### config.mk
export PLATFORM = sky130hd
export DESIGN_NAME = fixed_point_issue_seq
export DESIGN_NICKNAME = d
export VERILOG_FILES = /design/src/rtl/fixed_point_issue_seq.sv
export SDC_FILE = /design/constraint.sdc
export NUM_CORES = 1
export LEC_CHECK = 0
export BUFFER_PORTS_ARGS = -buffer_cell sky130_fd_sc_hd__buf_2
export CORE_ASPECT_RATIO = 1.5
export CORE_MARGIN = 4
export CORE_UTILIZATION = 47
export CTS_CLUSTER_SIZE = 14
export DETAILED_ROUTE_END_ITERATION = 6
export PLACE_DENSITY = 0.8
export SLEW_MARGIN = 20
export SYNTH_ARGS = -nofsm -noshare
export SYNTH_HDL_FRONTEND = slang
export SYNTH_SLANG_ARGS = --single-unit
### constraint.sdc
create_clock -name clk -period 3.7 [get_ports clk]
set_input_delay 0.74 -clock clk [delete_from_list [all_inputs] [get_ports clk]]
set_output_delay 0.74 -clock clk [all_outputs]
set_load 0.01 [all_outputs]
### src/rtl/fixed_point_issue_seq.sv
// Issue sequencer for the rv32v fixed-point datapath: accepts one decoded
// instruction, issues active elements one by one and tracks responses and vxsat.
module fixed_point_issue_seq #(
  parameter int LEN_CSR = 64,
  parameter int MAX_VL  = 32,
  parameter int MAX_OUT = 4
) (
  input  logic                       clk,
  input  logic                       rst_n,
  input  logic                       in_valid,
  output logic                       in_ready,
  input  logic [5:0]                 in_op,
  input  logic [2:0]                 in_vsew,
  input  logic [1:0]                 in_vxrm,
  input  logic                       in_vm,
  input  logic [4:0]                 in_vs1,
  input  logic [4:0]                 in_vs2,
  input  logic [4:0]                 in_vd,
  input  logic [LEN_CSR-1:0]         in_vl,
  input  logic [MAX_VL-1:0]          in_v0_mask,
  output logic                       dp_valid,
  input  logic                       dp_ready,
  output logic [5:0]                 dp_op,
  output logic [2:0]                 dp_vsew,
  output logic [1:0]                 dp_vxrm,
  output logic [4:0]                 dp_vs1,
  output logic [4:0]                 dp_vs2,
  output logic [4:0]                 dp_vd,
  output logic [$clog2(MAX_VL)-1:0]  dp_elem_idx,
  input  logic                       dp_resp_valid,
  input  logic                       dp_resp_sat,
  input  logic                       vxsat_clr,
  output logic                       vxsat,
  output logic                       busy,
  output logic                       done,
  output logic                       illegal
);
  localparam int IW = $clog2(MAX_VL);
  localparam int VW = $clog2(MAX_VL + 1);
  localparam int OW = $clog2(MAX_OUT + 1);

  typedef enum logic [1:0] {S_IDLE, S_ISSUE, S_DRAIN, S_DONE} state_t;

  state_t              state_q, state_d;
  logic [5:0]          op_q, op_d;
  logic [2:0]          vsew_q, vsew_d;
  logic [1:0]          vxrm_q, vxrm_d;
  logic [4:0]          vs1_q, vs1_d, vs2_q, vs2_d, vd_q, vd_d;
  logic                vm_q, vm_d;
  logic [MAX_VL-1:0]   mask_q, mask_d;
  logic [VW-1:0]       evl_q, evl_d;
  logic [IW-1:0]       idx_q, idx_d;
  logic [OW-1:0]       out_q, out_d;
  logic                vxsat_q, vxsat_d;
  logic                illegal_q, illegal_d;

  logic          legal, accept, elem_active, xfer, resp_eff, advance, last_elem;
  logic [VW-1:0] evl_in;

  assign legal       = (in_op != 6'd0) && (in_op <= 6'd32) && (in_vsew <= 3'd2);
  assign accept      = (state_q == S_IDLE) && in_valid;
  assign evl_in      = (in_vl > LEN_CSR'(MAX_VL)) ? VW'(MAX_VL) : in_vl[VW-1:0];
  assign elem_active = vm_q | mask_q[idx_q];
  assign xfer        = dp_valid && dp_ready;
  // Responses with nothing outstanding are dropped so the counter never wraps.
  assign resp_eff    = dp_resp_valid && (out_q != '0);
  assign advance     = (state_q == S_ISSUE) && (xfer || !elem_active);
  assign last_elem   = (VW'(idx_q) == evl_q - VW'(1));

  always_ff @(posedge clk) begin
    if (!rst_n) state_q <= S_IDLE;
    else        state_q <= state_d;
  end

  always_comb begin
    state_d = state_q;
    case (state_q)
      S_IDLE:  if (in_valid && legal) state_d = (evl_in == '0) ? S_DONE : S_ISSUE;
      S_ISSUE: if (advance && last_elem) state_d = S_DRAIN;
      S_DRAIN: if (out_d == '0) state_d = S_DONE;
      S_DONE:  state_d = S_IDLE;
      default: state_d = S_IDLE;
    endcase
  end

  // Throttle on the registered count: a same-cycle response does not free a slot.
  always_comb begin
    in_ready = (state_q == S_IDLE);
    busy     = (state_q != S_IDLE);
    done     = (state_q == S_DONE);
    dp_valid = (state_q == S_ISSUE) && elem_active && (out_q < OW'(MAX_OUT));
  end

  always_comb begin
    op_d      = op_q;
    vsew_d    = vsew_q;
    vxrm_d    = vxrm_q;
    vs1_d     = vs1_q;
    vs2_d     = vs2_q;
    vd_d      = vd_q;
    vm_d      = vm_q;
    mask_d    = mask_q;
    evl_d     = evl_q;
    idx_d     = idx_q;
    illegal_d = 1'b0;
    if (accept) begin
      if (!legal) begin
        illegal_d = 1'b1;
      end else begin
        op_d   = in_op;
        vsew_d = in_vsew;
        vxrm_d = in_vxrm;
        vs1_d  = in_vs1;
        vs2_d  = in_vs2;
        vd_d   = in_vd;
        vm_d   = in_vm;
        mask_d = in_v0_mask;
        evl_d  = evl_in;
        idx_d  = '0;
      end
    end
    if (advance) idx_d = idx_q + IW'(1);
    out_d = out_q + OW'(xfer) - OW'(resp_eff);
    // Set has priority over a simultaneous CSR clear.
    if (dp_resp_valid && dp_resp_sat) vxsat_d = 1'b1;
    else if (vxsat_clr)               vxsat_d = 1'b0;
    else                              vxsat_d = vxsat_q;
  end

  always_ff @(posedge clk) begin
    if (!rst_n) begin
      op_q      <= '0;
      vsew_q    <= '0;
      vxrm_q    <= '0;
      vs1_q     <= '0;
      vs2_q     <= '0;
      vd_q      <= '0;
      vm_q      <= 1'b0;
      mask_q    <= '0;
      evl_q     <= '0;
      idx_q     <= '0;
      out_q     <= '0;
      vxsat_q   <= 1'b0;
      illegal_q <= 1'b0;
    end else begin
      op_q      <= op_d;
      vsew_q    <= vsew_d;
      vxrm_q    <= vxrm_d;
      vs1_q     <= vs1_d;
      vs2_q     <= vs2_d;
      vd_q      <= vd_d;
      vm_q      <= vm_d;
      mask_q    <= mask_d;
      evl_q     <= evl_d;
      idx_q     <= idx_d;
      out_q     <= out_d;
      vxsat_q   <= vxsat_d;
      illegal_q <= illegal_d;
    end
  end

  assign dp_op       = op_q;
  assign dp_vsew     = vsew_q;
  assign dp_vxrm     = vxrm_q;
  assign dp_vs1      = vs1_q;
  assign dp_vs2      = vs2_q;
  assign dp_vd       = vd_q;
  assign dp_elem_idx = idx_q;
  assign vxsat       = vxsat_q;
  assign illegal     = illegal_q;

endmodule
; ---- Yosys cells after proc, flatten, opt, wreduce, memory -nomap -nowiden
; Cells that the tools add are included.
[totals]
in_bits = 130
register_bits = 77
[op_classes]
eq_ne = 7
n_bitwise = 1
magnitude_cmp = 5
reduce_logical = 26
n_mux = 14
addsub = 4
[op_table]
columns = operator, count
row1 = > comparator 64 x 6 -> 1 bit (second input constant), 1
row2 = 2-to-1 mux 5 bit, 3
row3 = logical AND 1 bit, 11
row4 = 2-to-1 mux 2 bit, 4
row5 = case mux 2 bit (4 select lines), 1
row6 = nonzero test 2 bit, 4
row7 = equality test 5 x 6 -> 1 bit, 1
row8 = less-or-equal comparator 6 bit (second input constant), 1
row9 = zero test 6 bit, 1
row10 = less-than comparator 5 x 6 -> 1 bit (second input constant), 1
row11 = 2-to-1 mux 6 bit, 1
row12 = AND reduction 2 bit, 3
row13 = nonzero test 6 bit, 1
row14 = subtractor 6 x 1 -> 6 bit (second input constant), 1
row15 = adder 5 x 1 -> 5 bit (second input constant), 1
row16 = binary-select mux 1 bit (select 5 bit), 1
row17 = equality test 2 bit (second input constant), 2
row18 = 2-to-1 mux 1 bit, 4
row19 = != test 2 x 1 -> 1 bit (second input constant), 2
row20 = adder 3 x 1 -> 3 bit, 1
row21 = less-or-equal comparator 3 x 2 -> 1 bit (second input constant), 1
row22 = zero test 3 bit, 1
row23 = less-than comparator 3 bit (second input constant), 1
row24 = AND reduction 3 bit, 1
row25 = 8 further kinds, 8

; ---- Longest topological paths before layout
; Gate-level depths: netlist (run 1).
[logic_depth]
word_depth = 11
depth_mapped = 17
ltp_nobuf = 15

; ---- Worst setup path before layout (run 1)
; OpenSTA, ideal clock, no wires.
[synth_path]
kind = reg-to-reg
startpoint = register idx_q[1] (netlist: dp_elem_idx[1])
endpoint = register state_q[1]
t_arrival_ns = 3.376
path_buffers = 1
path_slack_ns = 0.253
synth_period_minus_slack_ns = 3.447
setup_time_ns = 0.072
path_stages_with_launch = 17
path_cell_list = dfxtp_1 buf_6 mux4_1 mux2_2 o21bai_2 nand3_1 nand4_1 ha_1 inv_1 ha_1 inv_1 fa_1 xnor2_1 xnor2_1 nand3b_1 a221oi_2 mux2i_1
[synth_via]
elab_chain_len = 11
[synth_lines]
columns = element, line_no
row1 = from (decl), 52  ; logic [IW-1:0] idx_q, idx_d;
row2 = from (signal assigned), 155  ; idx_q <= idx_d;
row3 = binary-select mux 1 bit (select 5 bit), 63  ; assign elem_active = vm_q | mask_q[idx_q];
row4 = 2-to-1 mux 1 bit (implied by the code), 63
row5 = bitwise OR 1 bit, 63
row6 = logical AND 1 bit (2 in a row), 91  ; dp_valid = (state_q == S_ISSUE) && elem_active && (out_q < OW'(MAX_OUT));
row7 = logical AND 1 bit, 64  ; assign xfer = dp_valid && dp_ready;
row8 = adder 3 x 1 -> 3 bit or logical OR 1 bit (tied branches), "123, 67"
row9 = subtractor 3 x 1 -> 3 bit or logical AND 1 bit (tied branches), "123, 67"
row10 = zero test 3 bit or logical AND 1 bit (tied branches), "80, 79"
row11 = != test 2 bit (no line) or != test 2 x 1 -> 1 bit (tied branches), --
row12 = AND reduction 3 bit (no line) *, --
row13 = to (signal assigned), 72  ; else state_q <= state_d;
row14 = to (decl), 44  ; state_t state_q, state_d;
; Every way passes the cells marked *; elsewhere a longest branch is shown, timed or not. The select of a mux whose other input is x is not followed.
; A chain may end at the register's enable or synchronous reset.

; ---- Worst setup path in the final report (run 1)
[layout_path]
startpoint = register idx_q[1] (netlist: dp_elem_idx[1])
endpoint = register state_q[0]
; The elaborated chain is that of the path after synthesis.

==> flow_metrics.py, run 1 <==
metrics = {
    "clocking": {
        "clkTransAtPathRegs_ns": 0.06,
        "clock_path_buffers": 2,
        "worstSkewPairLatency_ns": 0.33,
        "cts_sinks": 77,
        "cts_buffers": 9,
        "htreeDepth": 3,
        "cts_tree": "built",
        "postCtsHoldBufs": 0,
        "cts_root_buffer": "clkbuf_16",
    },
    "synthesis": {
        "ys.flop_type": "dfxtp_1",
        "synth_nets": 580,
        "netlist_instances": 441,
        "synth_cell_type_count": 44,
        "synth_warnings": 0,
        "synth.avg_cell_area_um2": 8.27,
        "synth_top_family_by_area": "simple AND/OR/NAND/NOR gates",
        "synth-seq-cells": 77,
        "synth_compound_area_frac": 0.171,
        "synth_adder_area_share": 0.0329,
        "netlist_area_mm2": 0.00365,
        "synth-edff-count": 0,
        "synth-seq-area-share": 0.423,
        "synthSimpleGateAreaFrac": 0.246,
        "synth_xor_area_frac": 0.0168,
        "synthMuxAreaShare": 0.0604,
        "async_flop_share": 0,
    },
    "critical_path": {
        "cp-start-kind": "flop",
        "critPathKind": "reg -> reg",
        "rr_worst_depth": 16,
        "r2r_end": "state_q[0]",
        "worstPathRequired_ns": 3.97,
        "crit_fanout": 7,
        "rrSetupSlack_ns": 0.18,
        "cp.arrival_ns": 3.80,
        "reg2reg_from": "dp_elem_idx[1]",
        "worst_setup_path_end_kind": "flop",
    },
    "die": {
        "core.rowCount": 39,
        "die_h_um": 116,
        "dieArea_mm2": 0.00926,
        "die_w_um": 79.9,
        "ios": 167,
        "initial_core_util": 0.479,
        "core_mm2": 0.00761,
    },
    "global_route": {
        "gr-total-overflow": 0,
        "grt_pass1_wl_um": 17000,
        "grt-busiest-layer": "met2",
        "grt_antenna_before_repair": 0,
        "grtUsageMet1": 0.269,
        "gr-usage-met3": 0.0614,
        "grt_usage": 0.231,
        "grt.met2_usage": 0.402,
        "grt_max_degree": 50,
        "grt_pass1_vias": 3663,
    },
    "min_path": {
        "holdPathEnd": "dp_vd[0]",
        "min_path_type": "reg -> reg",
        "hp-start": "dp_vd[0]",
        "hold_depth": 2,
    },
    "power_and_ir_drop": {
        "ir_drop_mv": 0.337,
        "p_comb_frac": 0.189,
        "power_density_mw_per_mm2": 483,
        "intPower_mw": 1.76,
        "p_total_mw": 2.37,
        "power.share.clock": 0.422,
        "swShare": 0.259,
        "p_seq_frac": 0.389,
        "p_sw_mw": 0.613,
        "leakagePower_nw": 2.07,
    },
    "sta": {
        "rsz0062_at_grt": "no",
        "hold_violations": 0,
        "max_slew_margin": 0.471,
        "tns_ns": 0,
        "tightest_slew_ns": 0.792,
        "skew_ns": 0.00575,
        "layout_min_cycle_time_ns": 3.52,
        "setup_viol_count_final": 0,
        "hold_slack_ns": 0.451,
        "report.final.slew_viol_count": 0,
        "finalCritPeriodShare": 0.953,
        "fmax_ghz": 0.284,
    },
    "final_layout": {
        "regArea_mm2": 0.00155,
        "final_area_mm2": 0.00491,
        "final_cell_mix": "166 x buf_2, 127 x nand2_1, 75 x dfxtp_1, 37 x a21oi_1, 25 x a21boi_0",
        "syn_to_final_growth_pct": 34.5,
        "final_cells": 704,
        "diodes": 0,
        "final_nets": 736,
        "drive_gt1_frac": 0.342,
        "layout_commonest_cell": "buf_2",
        "fillers": 675,
        "multi_input_comb_area_mm2": 0.00194,
    },
    "route": {
        "wl_per_cell_um": 15.0,
        "final_antenna_net_count": 0,
        "drt_iter0_drc": 249,
        "drcViolationCount": 0,
        "vias_per_cell": 5.29,
        "wl_um": 10600,
        "drt_pass1_iterations": 4,
        "via_count": 3725,
    },
    "flow_run": {
        "maxCapViolations": 0,
    },
    "placed_design": {
        "dpl.hpwl_um": 7830,
        "port_buffers": 166,
        "finalWeightedCongestion": 0.892,
        "placedInstanceArea_mm2": 0.00454,
        "dpl.cell_count": 687,
    },
    "run_status": {
        "status": "finished, final reports clean",
    },
}
## power by group through the flow
stage | Clock [mW] | Sequential [mW] | Combinational (mW)
6_report | 1.00 | 0.921 | 0.447
5_1_grt | 1.05 | 0.927 | 0.492
4_1_cts | 1.01 | 0.919 | 0.411
3_5_place_dp | 0 | 0.937 | 0.402
3_3_place_gp | 0 | 0.933 | 0.384
2_1_floorplan | 0 | 0.928 | 0.258
## sequential cells by signal, indices dropped and copies added (netlist names), 2 cells and up
register and cells:
mask_q 32, dp_op 6, evl_q 6, dp_elem_idx 5, dp_vd 5, dp_vs1 5
dp_vs2 5, dp_vsew 3, out_q 3, dp_vxrm 2, state_q 2
## cell usage after synthesis, drive strengths merged (3+ instances only)
cell type | instances | area [um^2]
a21boi | 25 | 188
a21oi | 37 | 185
a22oi | 8 | 60.1
a31oi | 4 | 25.0
and3 | 5 | 31.3
buf | 13 | 83.8
clkbuf | 17 | 63.8
dfxtp | 77 | 1540
ha | 8 | 100
inv | 10 | 37.5
mux2i | 10 | 100
mux4 | 4 | 97.6
nand2 | 127 | 477
nand2b | 3 | 18.8
nand3 | 11 | 55.1
nand3b | 6 | 45.0
nand4 | 4 | 25.0
nor2 | 14 | 52.6
nor2b | 5 | 31.3
nor3 | 4 | 20.0
nor4 | 15 | 93.8
o21ai | 4 | 20.0
o31a | 3 | 26.3
xnor2 | 3 | 26.3
xor2 | 4 | 35.0
## area by class of cell
type | instances | share of cell area
Clock buffer | 9 | 0.0459
Clock inverter | 7 | 0.0232
Inverter | 10 | 0.00765
Multi-Input combinational cell | 324 | 0.396
Sequential cell | 77 | 0.315
Tap cell | 102 | 0.0260
Timing Repair Buffer | 175 | 0.186
## kinds of logic after synthesis
family / Yosys count
AO/OA/AOI/OAI: 92
flip-flops: 77
AND/OR/NAND/NOR: 200
adder cells (fa/ha/maj): 9
multiplexers: 16
XOR/XNOR: 7
buffers and inverters: 40
## layer usage
metal	routed length, um	vias to the layer above
met4	255	0
met5	0	-
met2	5650	113
met1	4090	1751
li1	-	1835
met3	554	26
## stage by stage
step,utilization,worst slack (ns)
floorplan,-,0.253
global placement,0.596,0.131
detailed placement,0.596,-0.0653
CTS,0.641,0.00285
global route,0.644,0.00341
finish,0.644,0.176
## critical path: stages (launching register included)
cell and delay (ns):
dfxtp_4 0.40, mux4_1 0.55, mux2_2 0.29, o21bai_2 0.13, nand3_1 0.13, nand4_1 0.12, ha_1 0.22, inv_1 0.06
ha_1 0.13, inv_1 0.05, fa_2 0.35, xnor2_2 0.20, xnor2_2 0.15, nand3b_1 0.12, a221oi_2 0.31, buf_4 0.16
o21a_1 0.10
## how the worst max path moves through the flow
stage,slack [ns],from,to
6_report,0.18,dp_elem_idx[1],state_q[0]
5_1_grt,0.003,dp_elem_idx[1],state_q[0]
4_1_cts,0.003,dp_elem_idx[1],state_q[1]
3_5_place_dp,-0.07,dp_elem_idx[1],state_q[1]
3_3_place_gp,0.13,dp_elem_idx[1],state_q[1]
2_1_floorplan,0.25,dp_elem_idx[1],state_q[1]
## what timing repair did
action,4_1_cts,5_1_grt
endpoints found under the setup margin,2,2
setup buffers,0,1
pin swaps,0,2
cloned,0,0
resized for setup,1,5
(Power assumes the default switching activity.)
==> run 2, diff against run 1 <==
--- a/config.mk
+++ b/config.mk
@@ -5,13 +5,14 @@
 export SDC_FILE = /design/constraint.sdc
 export NUM_CORES = 1
 export LEC_CHECK = 0
-export BUFFER_PORTS_ARGS = -buffer_cell sky130_fd_sc_hd__buf_2
 export CORE_ASPECT_RATIO = 1.5
 export CORE_MARGIN = 4
-export CORE_UTILIZATION = 47
+export CORE_UTILIZATION = 63
 export CTS_CLUSTER_SIZE = 14
 export DETAILED_ROUTE_END_ITERATION = 6
-export PLACE_DENSITY = 0.8
+export DONT_BUFFER_PORTS = 1
+export PLACE_DENSITY = 0.79
+export REMOVE_ABC_BUFFERS = 1
 export SLEW_MARGIN = 20
 export SYNTH_ARGS = -nofsm -noshare
 export SYNTH_HDL_FRONTEND = slang
==> run 2 against run 1 <==
Compared with the run above:
- sequential share of layout area is 8.5 points higher
- critical endpoint is now state_q[1]
- worst hold slack better by 0.0045 ns
- via count is 18% lower
- sequential cell count stayed put
- highest routed layer unchanged
- core utilization is 5.3 points higher
- combinational power is 26% lower
- clock power is 46% lower
- die area is 23% lower
- maximum frequency hardly changed
- cell area is 21% lower
- count of clock-buffer cells in the layout is 2 higher
==> flow_metrics.py, run 2 (same netlist as run 1, synthesis figures left out) <==
metrics = {
    "final_layout": {
        "largest_register": "mask_q",
        "fillers": 498,
        "diodes": 0,
        "final_nets": 569,
        "largest_reg_flops": 32,
        "syn_to_final_growth_pct": 5.80,
        "drive_gt1_frac": 0.0853,
        "final_cells": 504,
        "final_cell_mix": "127 x nand2_1, 76 x dfxtp_1, 37 x a21oi_1, 25 x a21boi_0, 15 x nor4_1",
        "layout_commonest_cell": "nand2_1",
    },
    "sta": {
        "fin_ws_ns": 0.175,
        "skew_ns": 0.00595,
        "hold_violations": 0,
        "rsz0062_at_grt": "yes",
        "hold_slack_ns": 0.456,
        "layout_min_cycle_time_ns": 3.52,
        "fmax_ghz": 0.284,
        "finalCritPeriodShare": 0.953,
        "setup_viol_count_final": 0,
        "report.final.slew_viol_count": 0,
        "max_slew_margin": 0.477,
        "tightest_slew_ns": 0.783,
    },
    "route": {
        "final_antenna_net_count": 0,
        "wl_per_cell_um": 16.7,
        "drt_pass1_iterations": 4,
        "drt_iter0_drc": 112,
        "vias_per_cell": 6.04,
        "maxUsedRoutingLayer": "met4",
        "via_count": 3042,
        "drcViolationCount": 0,
        "wl_um": 8430,
        "wl_met2_um": 4470,
        "m1WireLength_um": 3000,
        "wl_met3_um": 840,
    },
    "critical_path": {
        "path_delay_family": "multiplexers",
        "crit_fanout": 5,
        "crit_buf_inv": 2,
        "cp_slowest_cell": "mux4_2",
        "cp.arrival_ns": 3.78,
        "max_stage_delay_ns": 0.51,
        "crit_chain": "mux4_2, mux2_4, o21bai_4, nand3_2, nand4_1, ha_1, inv_1, ha_1, inv_1, fa_2, xnor2_2, xnor2_1, nand3b_1, a221oi_2, mux2i_1",
        "worstPathRequired_ns": 3.96,
        "cp-start-kind": "flop",
        "worst_setup_path_end_kind": "flop",
        "critPathKind": "reg -> reg",
    },
    "die": {
        "core.rowCount": 33,
        "dieArea_mm2": 0.00710,
        "die_h_um": 101,
        "ios": 167,
        "core_mm2": 0.00553,
        "die_w_um": 70.1,
        "initial_core_util": 0.659,
    },
    "clocking": {
        "cts_root_buffer": "clkbuf_8",
        "worstSkewPairLatency_ns": 0.34,
        "cts_buffers": 9,
        "cts_tree": "built",
        "clock_path_buffers": 2,
        "htreeDepth": 3,
        "cts_sinks": 77,
        "clkTransAtPathRegs_ns": 0.07,
    },
    "power_and_ir_drop": {
        "leakagePower_nw": 1.27,
        "ir_drop_mv": 0.348,
        "power_density_mw_per_mm2": 465,
    },
    "global_route": {
        "grt_antenna_before_repair": 0,
        "gr-total-overflow": 0,
        "grt_pass1_wl_um": 13200,
        "grt_usage": 0.231,
        "grt_pass1_vias": 3043,
        "grt_max_degree": 70,
    },
    "min_path": {
        "min_path_type": "reg -> reg",
    },
    "placed_design": {
        "dpl.cell_count": 488,
        "finalWeightedCongestion": 0.814,
        "dp_slack_ns": -0.0587,
        "port_buffers": 0,
        "dpl.hpwl_um": 6210,
    },
    "run_status": {
        "status": "finished, final reports clean",
    },
    "flow_run": {
        "maxCapViolations": 0,
    },
}
run 2: changes by cell type in the layout (fill, tap and decap cells not counted), sizes merged:
cell,before,now
buf,175,8
bufinv,3,0
clkbuf,9,11
clkinv,4,2
clkinvlp,0,2
run 2: layout make-up:
| type | count | area, um^2 | share of cell area |
|---|---|---|---|
| well taps | 70 | 87.6 | 0.0227 |
| multi-input cells | 324 | 1950 | 0.505 |
| inverters | 10 | 37.5 | 0.00973 |
| repair buffers | 8 | 72.6 | 0.0188 |
| flip-flops and latches | 77 | 1550 | 0.400 |
| clock inverters | 4 | 25.0 | 0.00649 |
| clock buffers | 11 | 141 | 0.0366 |
run 2: worst reg2reg max path, cell delays in order, from the launching register on:
cell and delay [ns]:
dfxtp_4 0.39, mux4_2 0.51, mux2_4 0.30, o21bai_4 0.17, nand3_2 0.10, nand4_1 0.11, ha_1 0.23, inv_1 0.06
ha_1 0.13, inv_1 0.05, fa_2 0.35, xnor2_2 0.15, xnor2_1 0.21, nand3b_1 0.13, a221oi_2 0.33, mux2i_1 0.23
run 2: power by group:
part	internal [mW]	switching [mW]	total (mW)
sequential	0.876	0.0413	0.917
combinational	0.155	0.178	0.333
clock	0.256	0.288	0.544
run 2: per-layer routing:
layer / GRT usage / vias to the layer above
li1: - / 1497
met1: 0.228 / 1403
met2: 0.431 / 132
met3: 0.0864 / 10
met4: 0.0988 / 0
met5: 0 / -
run 2: path summary, 6_finish.rpt:
kind,from,end,slack [ns],cells past startpoint
min reg2reg,mask_q[2],mask_q[2],0.46,2
min,mask_q[2],mask_q[2],0.46,2
max,dp_elem_idx[1],state_q[1],0.18,15
max reg2reg,dp_elem_idx[1],state_q[1],0.18,15
run 2: per-stage QoR:
step	power (mW)	util	cell area (um^2)	setup TNS (ns)
floorplan	1.17	-	3500	-0.341
finish	1.79	0.697	3860	0
CTS	1.79	0.692	3830	0
global placement	1.22	0.661	3660	0
global route	1.89	0.697	3860	-0.0488
detailed placement	1.24	0.661	3660	-0.0587
run 2: timing repair:
action                                  CTS  global route
hold buffers                              0             0
endpoints found under the setup margin    1             2
pin swaps                                 0             5
resized for setup                         1             7
setup buffers                             0             1
